File: config.mk
export PLATFORM = sky130hd
export DESIGN_NAME = eret_ctrl
export DESIGN_NICKNAME = d
export VERILOG_FILES = /design/src/rtl/eret_ctrl.sv
export SDC_FILE = /design/constraint.sdc
export NUM_CORES = 1
export LEC_CHECK = 0
export CAP_MARGIN = 25
export CORE_MARGIN = 2
export CORE_UTILIZATION = 36
export DETAILED_ROUTE_END_ITERATION = 6
export PLACE_DENSITY = 0.88
export SYNTH_ARGS = -nofsm -noshare
export SYNTH_HDL_FRONTEND = slang
export SYNTH_SLANG_ARGS = --single-unit
File: constraint.sdc
create_clock -name clk -period 2.42 [get_ports clk]
set_input_delay 0.242 -clock clk [delete_from_list [all_inputs] [get_ports clk]]
set_output_delay 0.242 -clock clk [all_outputs]
set_load 0.1 [all_outputs]
File: src/rtl/eret_ctrl.sv
// ERET sequencing controller with a minimal CP0 (Status/EPC) register file.
// An ERET decoded in ID flushes IF, drains the pipeline for a short count,
// then issues a single-cycle redirect to EPC and clears EXL.
//
// state    | meaning
// ---------+-----------------------------------------------------------
// IDLE     | no ERET in flight; accepts id_eret
// DRAIN    | waiting for older instructions; counter runs when not stalled
// REDIRECT | one-cycle return jump to EPC, flush IF/ID, clear EXL
module eret_ctrl (
    input  logic        clk,
    input  logic        rst_n,
    input  logic        id_eret,
    input  logic        exc_req,
    input  logic [31:0] epc_in,
    input  logic        stall,
    input  logic        mtc0_we,
    input  logic [4:0]  mtc0_addr,
    input  logic [31:0] mtc0_data,
    input  logic [4:0]  mfc0_addr,
    output logic [31:0] mfc0_data,
    output logic        EXL,
    output logic        IE,
    output logic [31:0] EPC_out,
    output logic        pc_redirect,
    output logic [31:0] redirect_pc,
    output logic        flush_if,
    output logic        flush_id,
    output logic        eret_busy
);

    localparam logic [4:0] ADDR_STATUS = 5'd12;
    localparam logic [4:0] ADDR_EPC    = 5'd14;
    localparam logic [1:0] DRAIN_CNT   = 2'd2;

    typedef enum logic [1:0] {
        IDLE     = 2'd0,
        DRAIN    = 2'd1,
        REDIRECT = 2'd2
    } state_t;

    state_t      state, state_nxt;
    logic [1:0]  cnt, cnt_nxt;
    logic        eret_clr;
    logic [31:0] epc_q;
    logic        exl_q;
    logic        ie_q;

    // State register and drain counter
    always_ff @(posedge clk) begin
        if (!rst_n) begin
            state <= IDLE;
            cnt   <= 2'd0;
        end else begin
            state <= state_nxt;
            cnt   <= cnt_nxt;
        end
    end

    // Next-state and pulse outputs; an exception always aborts an ERET in flight
    always_comb begin
        state_nxt   = state;
        cnt_nxt     = cnt;
        flush_if    = 1'b0;
        flush_id    = 1'b0;
        pc_redirect = 1'b0;
        eret_clr    = 1'b0;
        case (state)
            IDLE: begin
                if (id_eret && !exc_req) begin
                    flush_if  = 1'b1;
                    state_nxt = DRAIN;
                    cnt_nxt   = DRAIN_CNT;
                end
            end
            DRAIN: begin
                if (exc_req) begin
                    state_nxt = IDLE;
                    cnt_nxt   = 2'd0;
                end else if (!stall) begin
                    cnt_nxt = cnt - 2'd1;
                    if (cnt <= 2'd1) begin
                        state_nxt = REDIRECT;
                        cnt_nxt   = 2'd0;
                    end
                end
            end
            REDIRECT: begin
                state_nxt = IDLE;
                cnt_nxt   = 2'd0;
                if (!exc_req) begin
                    pc_redirect = 1'b1;
                    flush_if    = 1'b1;
                    flush_id    = 1'b1;
                    eret_clr    = 1'b1;
                end
            end
            default: begin
                state_nxt = IDLE;
                cnt_nxt   = 2'd0;
            end
        endcase
        // Reset in the middle of an ERET must not leak a redirect pulse
        if (!rst_n) begin
            flush_if    = 1'b0;
            flush_id    = 1'b0;
            pc_redirect = 1'b0;
            eret_clr    = 1'b0;
        end
    end

    // CP0 registers; exception entry beats ERET EXL-clear beats mtc0
    always_ff @(posedge clk) begin
        if (!rst_n) begin
            epc_q <= 32'd0;
            exl_q <= 1'b0;
            ie_q  <= 1'b0;
        end else if (exc_req) begin
            epc_q <= epc_in;
            exl_q <= 1'b1;
        end else begin
            if (mtc0_we && mtc0_addr == ADDR_STATUS) begin
                exl_q <= mtc0_data[1];
                ie_q  <= mtc0_data[0];
            end
            if (mtc0_we && mtc0_addr == ADDR_EPC) begin
                epc_q <= mtc0_data;
            end
            if (eret_clr) begin
                exl_q <= 1'b0;
            end
        end
    end

    // Combinational CP0 read port
    always_comb begin
        mfc0_data = 32'd0;
        case (mfc0_addr)
            ADDR_STATUS: mfc0_data = {30'd0, exl_q, ie_q};
            ADDR_EPC:    mfc0_data = epc_q;
            default:     mfc0_data = 32'd0;
        endcase
    end

    assign EXL         = exl_q;
    assign IE          = ie_q;
    assign EPC_out     = epc_q;
    assign redirect_pc = epc_q;
    assign eret_busy   = rst_n && (state != IDLE);

endmodule
==> impl_metrics.py, run 1 <==
metrics = {
    "synth": {
        "post-synth-top-count-cell": "o21ai_0",
        "ys_async_sr_fraction_pct": 0,
        "netlist_instances": 299,
        "ys_ff_latch": 38,
        "synthTopCellsByArea": "dfxtp_1, o21ai_0, buf_4",
        "yosys.area.top_type": "dfxtp_1",
        "netlist.area_leader.share_pct": 32.4,
        "synthTopCellsByCount": "o21ai_0, dfxtp_1, a21oi_1",
        "ys_types": 33,
        "synthesis.area_mm2": 0.00235,
        "syn_avg_cell_area_um2": 7.85,
        "syn-num-nets": 379,
        "yosys_warnings": 0,
        "synth_ff_type": "dfxtp_1",
        "ys_seq_area_share_pct": 32.4,
        "synth_edf_count": 0,
    },
    "layout": {
        "finish.instance_area_mm2": 0.00417,
        "area_growth_pct": 77.5,
        "finish.utilization_pct": 66.0,
        "diodes": 0,
        "final_net_count": 516,
        "drive_gt1_share_pct": 28.5,
    },
    "job": {
        "max_cap_violations": 0,
    },
    "drt": {
        "num_vias": 2713,
        "first_pass_iters": 4,
        "avgRoutedWirePerCell_um": 16.1,
        "drt_iter0_drc": 91,
        "drc": 0,
        "wl_um": 8240,
        "ant_nets": 0,
        "post_drt_via_cell_ratio": 5.30,
    },
    "critical_path": {
        "critPathMaxFanout": 23,
        "cp_data_arrival_time_ns": 1.70,
        "rrSetupSlack_ns": 1.35,
        "crit_path_end": "mfc0_data[14]",
        "cp-start-kind": "input port",
        "crit_path_start": "mfc0_addr[4]",
        "crit_path_end_kind": "output port",
        "crit_type": "in -> out",
        "r2r_cells": 3,
        "r2r-start": "state[0]$_SDFFE_PN0P_",
        "worst_ep_required_time_ns": 2.18,
        "reg2reg_to": "cnt[0]$_SDFFE_PN0P_",
    },
    "sta": {
        "maxSlewHeadroom_pct": 68.9,
        "max_clock_freq_mhz": 516,
        "hold_violations": 0,
        "rsz0062_at_grt": "false",
        "finalWorstSetupSlack_ns": 0.482,
        "tns_ns": 0,
        "setup_viol": 0,
        "clock_skew_ns": 0.000754,
        "worst_slew_pin_slew_ns": 0.465,
        "layout_min_cycle_time_ns": 1.94,
        "slew_violations": 0,
        "period_share_pct": 80.1,
    },
    "clock_tree": {
        "numCtsBuffers": 5,
        "root_buffer": "clkbuf_8",
        "clk_latency_ns": 0.28,
        "h-tree-depth": 2,
        "cts_tree": "yes",
        "cts_sinks": 38,
        "ctsResizeCount": 0,
        "post_cts_buffers": 0,
        "cts.path.max_buffers": 2,
        "clk_pin_slew_worst_paths_ns": 0.07,
        "holdBufCountCts": 0,
    },
    "pwr": {
        "combPwrFrac_pct": 46.9,
        "vdd.ir_drop.worst_uv": 337,
        "sw_frac_of_total_pct": 46.3,
        "total_power_w": 0.00217,
        "p_sw_w": 0.00100,
        "p_int_w": 0.00116,
        "p_per_area_mw_per_mm2": 520,
        "leakage_nw": 1.71,
        "power.share.clock_pct": 20.3,
        "p_seq_share_pct": 32.8,
    },
    "floorplanning": {
        "rows": 29,
        "die_y_um": 84.8,
        "start_util_pct": 37.2,
        "num_io_pins": 182,
        "die_area_mm2": 0.00719,
        "core_area_mm2": 0.00631,
        "die_w_um": 84.8,
    },
    "global_routing": {
        "grt_pass1_vias": 2436,
        "grt_overflow_total": 0,
        "antenna_found_initial": 0,
        "grt_max_degree": 39,
        "grt_first_pass_wirelength_um": 12500,
        "grt_use_total_pct": 21.4,
    },
    "placed_design": {
        "dp_hpwl_um": 6210,
        "portBuffers": 181,
        "placed_area_mm2": 0.00409,
        "gp_congestion": 0.787,
        "post-place-ws_ns": 0.500,
    },
    "status": {
        "status": "completed",
    },
    "hold_path": {
        "hold_class": "reg -> reg",
    },
}
cell usage in the layout (no fill, tap or decap), types with 3 or more instances in the layout:
cell type / n
a21oi_1: 35
a31oi_1: 32
clkdlybuf4s50_1: 79
and2_1: 30
nand2b_1: 5
o21ai_0: 64
o21a_1: 3
clkbuf_8: 6
buf_4: 79
buf_12: 34
dfxtp_1: 38
worst min path at each step:
stage                        startpoint                       end  slack [ns]  cells past startpoint
2_1_floorplan              mtc0_data[0]           IE$_SDFFE_PN0P_        0.39                      1
6_report       EPC_out[13]$_SDFFE_PN0P_  EPC_out[13]$_SDFFE_PN0P_        0.50                      2
5_1_grt        EPC_out[13]$_SDFFE_PN0P_  EPC_out[13]$_SDFFE_PN0P_        0.53                      2
3_3_place_gp   EPC_out[29]$_SDFFE_PN0P_  EPC_out[29]$_SDFFE_PN0P_        0.48                      2
3_5_place_dp   EPC_out[10]$_SDFFE_PN0P_  EPC_out[10]$_SDFFE_PN0P_        0.50                      2
4_1_cts        EPC_out[10]$_SDFFE_PN0P_  EPC_out[10]$_SDFFE_PN0P_        0.51                      2
critical path, stage by stage:
cell and delay, ns:
clkdlybuf4s50_1 0.43, nor2_1 0.15, and4_1 0.23, buf_4 0.22, and2_1 0.22, buf_12 0.19
per-layer routing:
layer	wire length, µm	global-route usage (%)	up-vias
li1	-	-	1319
met5	0	0	-
met1	3290	25.6	1256
met4	38	4.47	0
met3	557	4.72	4
met2	4350	39.2	134
flip-flops by register name, indices dropped and copies added (netlist names):
register	flops
state	2
EPC_out	32
IE	1
cnt	2
EXL	1
cells by family after synthesis:
group / Yosys count / share of synthesized area (%)
flops: 38 / 32.4
compound gates: 140 / 32.9
simple gates: 54 / 15.0
buf+inv: 65 / 18.9
mux: 2 / 0.852
stage by stage:
stage / hold slack [ns] / cells
final: 0.503 / 512
after global routing: 0.531 / 512
after detailed placement: 0.496 / 506
after global placement: 0.482 / 506
after floorplan: 0.394 / 299
after CTS: 0.509 / 512
power by group through the flow:
stage	Clock [W]	Combinational [W]	Sequential, W
after global placement	0	0.00101	0.000722
after global routing	0.000473	0.00105	0.000718
after CTS	0.000448	0.00102	0.000711
after floorplan	0	0.000493	0.000989
final	0.000440	0.00101	0.000711
after detailed placement	0	0.00102	0.000726
area by class of cell:
| type | instances | area (µm²) |
|---|---|---|
| sequential | 38 | 761 |
| tap | 77 | 96.3 |
| clock buffer | 6 | 82.6 |
| multi-input combinational | 196 | 1150 |
| inverter | 3 | 11.3 |
| timing repair buffer | 192 | 2060 |
| fill | 511 | 2150 |
No activity file was read; power rests on OpenSTA's default activity.
==> run 2: changes to the inputs <==
--- a/config.mk
+++ b/config.mk
@@ -7,9 +7,9 @@
 export LEC_CHECK = 0
 export CAP_MARGIN = 25
 export CORE_MARGIN = 2
-export CORE_UTILIZATION = 36
+export CORE_UTILIZATION = 34
 export DETAILED_ROUTE_END_ITERATION = 6
-export PLACE_DENSITY = 0.88
+export PLACE_DENSITY = 0.84
 export SYNTH_ARGS = -nofsm -noshare
 export SYNTH_HDL_FRONTEND = slang
 export SYNTH_SLANG_ARGS = --single-unit
==> constraint.sdc (replaced) <==
create_clock -name clk -period 1.9 [get_ports clk]
set_input_delay 0.19 -clock clk [delete_from_list [all_inputs] [get_ports clk]]
set_output_delay 0.19 -clock clk [all_outputs]
set_load 0.1 [all_outputs]
==> impl_metrics.py, run 2 (same netlist as run 1, synthesis figures left out) <==
metrics = {
    "global_routing": {
        "grt_use_total_pct": 21.6,
        "globalRouteMet2Util_pct": 40.0,
        "grt_first_pass_wirelength_um": 13100,
        "use_met3_pct": 3.70,
        "grt_busiest_layer": "met2",
        "grt_pass1_vias": 2726,
        "grt_max_degree": 39,
        "antenna_found_initial": 0,
        "use_met1_pct": 25.8,
        "grt_overflow_total": 0,
    },
    "critical_path": {
        "cp_data_arrival_time_ns": 1.57,
        "crit_type": "in -> out",
        "critPathMaxFanout": 30,
        "worst_ep_required_time_ns": 1.71,
        "cp-start-kind": "input port",
        "crit_path_end_kind": "output port",
    },
    "drt": {
        "avgRoutedWirePerCell_um": 16.5,
        "drc": 0,
        "ant_nets": 0,
        "wl_um": 8530,
        "num_vias": 2740,
        "post_drt_via_cell_ratio": 5.31,
        "drt_iter0_drc": 122,
        "first_pass_iters": 4,
    },
    "clock_tree": {
        "root_buffer": "clkbuf_8",
        "post_cts_buffers": 0,
        "numCtsBuffers": 5,
        "clk_latency_ns": 0.27,
        "cts_sinks": 38,
        "holdBufCountCts": 0,
        "h-tree-depth": 2,
        "ctsResizeCount": 0,
        "cts_tree": "yes",
        "clk_pin_slew_worst_paths_ns": 0.07,
        "cts.path.max_buffers": 2,
    },
    "sta": {
        "setup_viol": 0,
        "period_share_pct": 92.5,
        "rsz0062_at_grt": "false",
        "clock_skew_ns": 0.00126,
        "maxSlewHeadroom_pct": 66.4,
        "whs_ns": 0.412,
        "max_clock_freq_mhz": 569,
        "layout_min_cycle_time_ns": 1.76,
        "hold_violations": 0,
        "worst_slew_pin_slew_ns": 0.503,
        "slew_violations": 0,
    },
    "layout": {
        "largest_reg_flops": 32,
        "final_cells": 516,
        "fillers": 550,
        "area_growth_pct": 83.1,
        "mostFrequentLayoutCells": "clkdlybuf4s50_1, buf_4, o21ai_0",
        "final_net_count": 516,
        "final_common_cell": "clkdlybuf4s50_1",
        "drive_gt1_share_pct": 36.5,
        "finish.instance_area_mm2": 0.00430,
        "diodes": 0,
    },
    "pwr": {
        "vdd.ir_drop.worst_uv": 407,
        "p_sw_w": 0.00127,
        "leakage_nw": 1.75,
        "p_seq_share_pct": 31.3,
        "p_per_area_mw_per_mm2": 675,
        "power.share.clock_pct": 23.9,
        "sw_frac_of_total_pct": 43.9,
        "combPwrFrac_pct": 44.9,
        "p_int_w": 0.00163,
        "total_power_w": 0.00290,
    },
    "floorplanning": {
        "die_w_um": 87.1,
        "die_y_um": 87.1,
        "start_util_pct": 34.8,
        "core_area_mm2": 0.00676,
        "rows": 30,
        "num_io_pins": 182,
        "die_area_mm2": 0.00759,
    },
    "job": {
        "max_cap_violations": 0,
    },
    "placed_design": {
        "portBuffers": 181,
        "gp_congestion": 0.760,
        "dp_hpwl_um": 6320,
        "dp.cells": 509,
        "placed_area_mm2": 0.00419,
    },
    "status": {
        "status": "completed",
    },
    "hold_path": {
        "hold_class": "in -> reg",
    },
}
run 2: changes by cell type in the layout (fill, tap and decap cells not counted), sizes merged:
cell           before  now
clkinvlp            0    1
clkdlybuf4s50      79   78
buf               113  114
bufinv              0    1
inv                 3    2
run 2: metal layers:
metal,vias up,part of all wire [%]
met5,-,0
met4,0,0.84
met3,8,7.3
met2,146,53
met1,1277,39
li1,1309,-
run 2: critical path: stages:
cell,delay [ns]
clkdlybuf4s50_1,0.42
nor2_1,0.15
and4_1,0.26
buf_12,0.17
and2_2,0.19
buf_12,0.18
run 2: stage by stage:
step | setup WS, ns | util [%] | setup TNS, ns
6_report | 0.143 | 63.6 | 0
5_1_grt | 0.0712 | 63.6 | 0
4_1_cts | 0.138 | 63.6 | 0
3_5_place_dp | 0.140 | 62.0 | 0
3_3_place_gp | 0.211 | 62.0 | 0
2_1_floorplan | -0.0393 | - | -0.0393
run 2: area by class of cell:
cell class | count | area [µm²] | share of cell area, %
timing repair buffer | 192 | 2110 | 49.1
tap | 80 | 100 | 2.33
clock inverter | 1 | 30.0 | 0.698
clock buffer | 6 | 82.6 | 1.92
multi-input combinational | 196 | 1200 | 27.9
sequential | 38 | 763 | 17.7
inverter | 3 | 15.0 | 0.349
run 2: final timing paths:
path | from | end | slack, ns | depth (start not counted)
worst max-delay path | mfc0_addr[4] | mfc0_data[18] | 0.14 | 6
worst min-delay path | exc_req | state[0]$_SDFFE_PN0P_ | 0.41 | 3
worst max register to register | state[0]$_SDFFE_PN0P_ | EXL$_SDFFE_PN0P_ | 0.78 | 3
worst min register to register | EPC_out[16]$_SDFFE_PN0P_ | EPC_out[16]$_SDFFE_PN0P_ | 0.51 | 2
run 2: power by group through the flow:
| stage | Clock [W] | Combinational [W] | Sequential (W) |
|---|---|---|---|
| floorplan | 0 | 0.000630 | 0.00126 |
| global placement | 0 | 0.00129 | 0.000921 |
| detailed placement | 0 | 0.00130 | 0.000926 |
| CTS | 0.000716 | 0.00130 | 0.000908 |
| global route | 0.000753 | 0.00135 | 0.000915 |
| finish | 0.000693 | 0.00130 | 0.000907 |
